[config.mk]
export PLATFORM = sky130hd
export DESIGN_NAME = core_seq_ctrl
export DESIGN_NICKNAME = d
export VERILOG_FILES = /design/src/rtl/core_seq_ctrl.sv
export SDC_FILE = /design/constraint.sdc
export NUM_CORES = 1
export LEC_CHECK = 0
export ABC_AREA = 1
export CORE_MARGIN = 8
export CORE_UTILIZATION = 47
export CTS_CLUSTER_SIZE = 16
export DETAILED_ROUTE_END_ITERATION = 12
export PLACE_DENSITY = 0.76
export SYNTH_ARGS = -nofsm -noshare
export SYNTH_HDL_FRONTEND = slang
export SYNTH_SLANG_ARGS = --single-unit
export TNS_END_PERCENT = 30
[constraint.sdc]
create_clock -name clk -period 1.6 [get_ports clk]
set_input_delay 0.24 -clock clk [delete_from_list [all_inputs] [get_ports clk]]
set_output_delay 0.24 -clock clk [all_outputs]
set_load 0.01 [all_outputs]
[src/rtl/core_seq_ctrl.sv]
// Job sequencer for one matrix-multiply core: clears the core, streams K operand
// tiles from the A/B buffers, waits out the core latency and hands off the result.
module core_seq_ctrl #(
    parameter int K_W      = 8,
    parameter int CORE_LAT = 2
) (
    input  logic           clk,
    input  logic           reset_n,
    input  logic           start,
    input  logic [K_W-1:0] num_k,
    input  logic           abort,
    output logic           busy,
    output logic           done,
    output logic           buf_rd_en,
    output logic [K_W-1:0] buf_rd_addr,
    input  logic           op_ready,
    output logic           core_reset,
    output logic           core_enable,
    output logic [1:0]     core_in_valid,
    output logic           res_valid,
    input  logic           res_ready
);

    typedef enum logic [2:0] {
        IDLE,
        CLEAR,
        ISSUE,
        DRAIN,
        WRITE,
        DONE
    } state_t;

    state_t         state;
    state_t         state_next;
    logic [K_W-1:0] k;
    logic [K_W-1:0] num_k_q;
    logic [3:0]     drain_cnt;
    logic           in_valid_q;
    logic           active;
    logic           last_read;
    logic           drain_end;

    assign active        = (state == CLEAR) || (state == ISSUE) ||
                           (state == DRAIN) || (state == WRITE);
    assign last_read     = (k == (num_k_q - K_W'(1)));
    // DRAIN also covers the final in_valid cycle, so it spans CORE_LAT+1 cycles.
    assign drain_end     = (drain_cnt == 4'(CORE_LAT));
    assign core_in_valid = {2{in_valid_q}};

    always_ff @(posedge clk or negedge reset_n) begin
        if (!reset_n) begin
            state      <= IDLE;
            k          <= '0;
            num_k_q    <= '0;
            drain_cnt  <= '0;
            in_valid_q <= 1'b0;
        end else begin
            state      <= state_next;
            in_valid_q <= buf_rd_en && !abort;
            case (state)
                IDLE: begin
                    if (start && (num_k != '0)) begin
                        num_k_q <= num_k;
                    end
                end
                CLEAR: begin
                    k         <= '0;
                    drain_cnt <= '0;
                end
                ISSUE: begin
                    if (op_ready && !last_read) begin
                        k <= k + K_W'(1);
                    end
                end
                DRAIN: begin
                    if (!drain_end) begin
                        drain_cnt <= drain_cnt + 4'd1;
                    end
                end
                default: begin
                end
            endcase
        end
    end

    always_comb begin
        state_next  = state;
        done        = 1'b0;
        buf_rd_en   = 1'b0;
        buf_rd_addr = '0;
        core_reset  = 1'b0;
        res_valid   = 1'b0;
        busy        = active;
        core_enable = active;

        case (state)
            IDLE: begin
                if (start) begin
                    state_next = (num_k != '0) ? CLEAR : DONE;
                end
            end
            CLEAR: begin
                core_reset = 1'b1;
                state_next = ISSUE;
            end
            ISSUE: begin
                buf_rd_addr = k;
                buf_rd_en   = op_ready;
                if (op_ready && last_read) begin
                    state_next = DRAIN;
                end
            end
            DRAIN: begin
                if (drain_end) begin
                    state_next = WRITE;
                end
            end
            WRITE: begin
                res_valid = 1'b1;
                if (res_ready) begin
                    state_next = DONE;
                end
            end
            DONE: begin
                done       = 1'b1;
                state_next = IDLE;
            end
            default: begin
                state_next = IDLE;
            end
        endcase

        // Abort wins over every other transition, including the result handshake.
        if (active && abort) begin
            state_next = IDLE;
        end
    end

endmodule

==> reports/results.txt <==
Worst Path Max Fanout = 3
Worst slew margin = 72.08%
Post-synthesis sequential element count = 24
Number of antenna violations at the first check in global routing = 0
DRC marker count from the first detailed-route iteration = 109
First-pass GRT wire length = 8183 µm
Count of endpoints failing hold in the final timing report = 0
Power per cell area = 1770 nW/µm²
Number of top-level pins = 30
H-tree depth = 1
Transition time of the tightest slew-check pin = 415.6 ps
Area of the core = 3363 µm²
Required time worst endpoint = 1360 ps
Top area cells in the synthesized netlist = sky130_fd_sc_hd__dfrtp_1, sky130_fd_sc_hd__nand2_1, sky130_fd_sc_hd__nor2_1
CTS buffer count = 3
Hold buffer count at cts = 0
CP max stage cell = sky130_fd_sc_hd__dfrtp_1
Worst path arrival time = 1620 ps
Net count of the finished layout = 333
Drt drc = 0
Last weighted congestion value of the routability-driven placer = 0.8721
Count of fill cells added during filler insertion = 263
Minimum setup slack in the final design = -261.2 ps
Hold WC Path Type = in2async
Final routed wire length divided by cell count = 13.67 µm
Fin crit share = 116.3%
Most common cell on crit path = sky130_fd_sc_hd__buf_4
Clock transition at path regs = 150 ps
Element type at the critical path end = primary output
Clock tree root buffer cell = sky130_fd_sc_hd__clkbuf_4
Worst vdd rail ir drop = 1.535 mV
Net count of the mapped netlist = 250
Post-Route WL = 4922 µm
Vertical die dimension = 75.30 µm
Worst Clk Skew = 8.973 ps
Clock latency on the worst-skew pair = 330 ps
Number of global-route vias before repair = 1830
Number of sinks on the clock net = 24
Ratio of cells with drive above 1 in the final layout = 42.36%
Most frequent standard cell in the layout excluding fill and tap cells = sky130_fd_sc_hd__buf_4
Worst-path cell chain = buf_4 -> nor2_1 -> inv_1 -> nor2_2 -> buf_4 -> clkdlybuf4s15_2
Total power = 0.004501 W
Post-route ant nets = 0
Max-cap violations = 0
Largest area contributor in the synthesized netlist = sky130_fd_sc_hd__dfrtp_1
Area of the mapped netlist = 1653 µm²
Count of final max-slew check failures = 0
Max frequency = 0.5373 GHz
Initial core utilization = 49.14%
P_leak = 1.219 nW
Largest net degree at the start of global routing = 25
Category of the worst setup path launch point = flop
Status = complete, but fails checks
Std cell rows = 21
Failing checks = setup timing
Time the worst path needs with I/O delays and setup = 1861 ps
Share of the yosys chip area belonging to registers = 36.34%
Average cell area after synthesis = 7.124 µm²
Number of failing setup endpoints in the final timing report = 24
Die Width = 75.30 µm
Number of antenna repair diodes = 0
Overall die area = 5670 µm²
Number of input and output port buffers inserted = 29
Share of Yosys cell area claimed by the top area cell type = 36.34%
Synthesis warning total = 0
Count of distinct cell types in the synthesized netlist = 27
HPWL Detailed = 3354 µm
Layout overhead on the synthesized area = 53.82%
Post-Route Hold Slack = 258.6 ps
Number of vias in the routed layout = 1806
CTS max path bufs = 2
Total GRT Usage = 18.88%
Top library cells by usage in the layout, fill and taps aside = sky130_fd_sc_hd__buf_4, sky130_fd_sc_hd__nand2_1, sky130_fd_sc_hd__nor2_1, sky130_fd_sc_hd__dfrtp_1, sky130_fd_sc_hd__inv_1
Reg2Reg Setup Slack = -210 ps
Worst Path Class, Setup = reg2out
RSZ-0062 raised after global routing = true
Via/cell ratio = 5.017
Post-placement worst setup slack = -203.0 ps
Clock tree from TritonCTS = built
Count of mapped cells out of synthesis = 232
Crit-path max cell delay = 430 ps
Global route overflow = 0
Number of detailed-routing iterations run before antenna repair = 4
[state kept, by name (all words and copies together) (netlist names)]
name and count:
k 8, state 3, num_k_q 8, in_valid_q 1, drain_cnt 4
[critical path: cells and delay by family (launching register included)]
kind,cells,cell delay [ps]
buffers and inverters,4,580
flip-flops,1,430
AND/OR/NAND/NOR,2,270
[per-stage QoR]
stage               std cells  TNS (ps)  util [%]  area [µm²]
floorplan                 232    -476.4         -        1669
global placement          339     -3579     67.11        2257
detailed placement        339     -4133     67.11        2257
CTS                       357     -2911     72.69        2445
global route              360     -6944     75.60        2542
finish                    360     -3879     75.60        2542
[power breakdown]
group / internal (W) / switching, W
combinational: 0.00151 / 0.00160
clock: 0.000140 / 0.000202
sequential: 0.000811 / 0.000238
total: 0.00246 / 0.00204
[worst paths after layout]
| path | cells past startpoint | endpoint | startpoint |
|---|---|---|---|
| max | 6 | res_valid | state[1] |
| min | 2 | k[6] | reset_n |
| max reg2reg | 10 | k[4] | state[0] |
| min reg2reg | 1 | drain_cnt[0] | drain_cnt[0] |
| max in group asynchronous | 2 | state[2] | reset_n |
| min in group clk | 3 | num_k_q[2] | num_k[2] |
[cell families after synthesis]
family / after synthesis / synth area share [%]
adders and majority gates: 4 / 3.028
and+or+nand+nor: 129 / 35.81
muxes: 2 / 1.363
AOI/OAI and AO/OA: 26 / 9.539
DFF: 24 / 36.34
xor gates and xnor gates: 7 / 3.709
buffers and inverters: 40 / 10.22
[cells in the mapped netlist]
library cell	instances
sky130_fd_sc_hd__nand3b_1	1
sky130_fd_sc_hd__a21oi_1	14
sky130_fd_sc_hd__nor2_1	32
sky130_fd_sc_hd__o21ai_2	6
sky130_fd_sc_hd__xor2_1	7
sky130_fd_sc_hd__nand2_4	2
sky130_fd_sc_hd__buf_4	3
sky130_fd_sc_hd__o21ai_0	4
sky130_fd_sc_hd__nor3_2	2
sky130_fd_sc_hd__nand2_1	50
sky130_fd_sc_hd__nand4_1	3
sky130_fd_sc_hd__inv_2	8
sky130_fd_sc_hd__clkbuf_1	2
sky130_fd_sc_hd__nor4_1	2
sky130_fd_sc_hd__nor2_4	1
sky130_fd_sc_hd__a31oi_1	1
sky130_fd_sc_hd__clkinv_1	2
sky130_fd_sc_hd__nor2_2	5
sky130_fd_sc_hd__mux2_2	2
sky130_fd_sc_hd__nand2_2	4
sky130_fd_sc_hd__dfrtp_1	24
sky130_fd_sc_hd__inv_1	24
sky130_fd_sc_hd__nor3_1	7
sky130_fd_sc_hd__nand3_1	20
sky130_fd_sc_hd__ha_1	4
sky130_fd_sc_hd__buf_6	1
sky130_fd_sc_hd__a21oi_2	1
[cell type report]
class	instances	area, µm²	area share [%]
multi-input combinational	169	1045	41.09
timing repair buffer	82	666.9	26.23
sequential	24	601.8	23.67
inverter	34	127.6	5.020
tap	46	57.56	2.264
clock buffer	4	36.28	1.427
timing repair inverter	1	7.507	0.2953
[timing repair]
action                     4_1_cts  5_1_grt
gates cloned                     1        1
pin swaps                        2        3
buffers inserted                13        2
setup endpoints to repair       25       27
resized for setup               83       19
[per-layer routing]
metal	share of wire (%)	GRT usage, %
met1	42	22.89
met2	49	30.78
met3	6.1	3.421
met4	2.9	10.66
met5	0	0
Power figures use the tool's default switching activity.
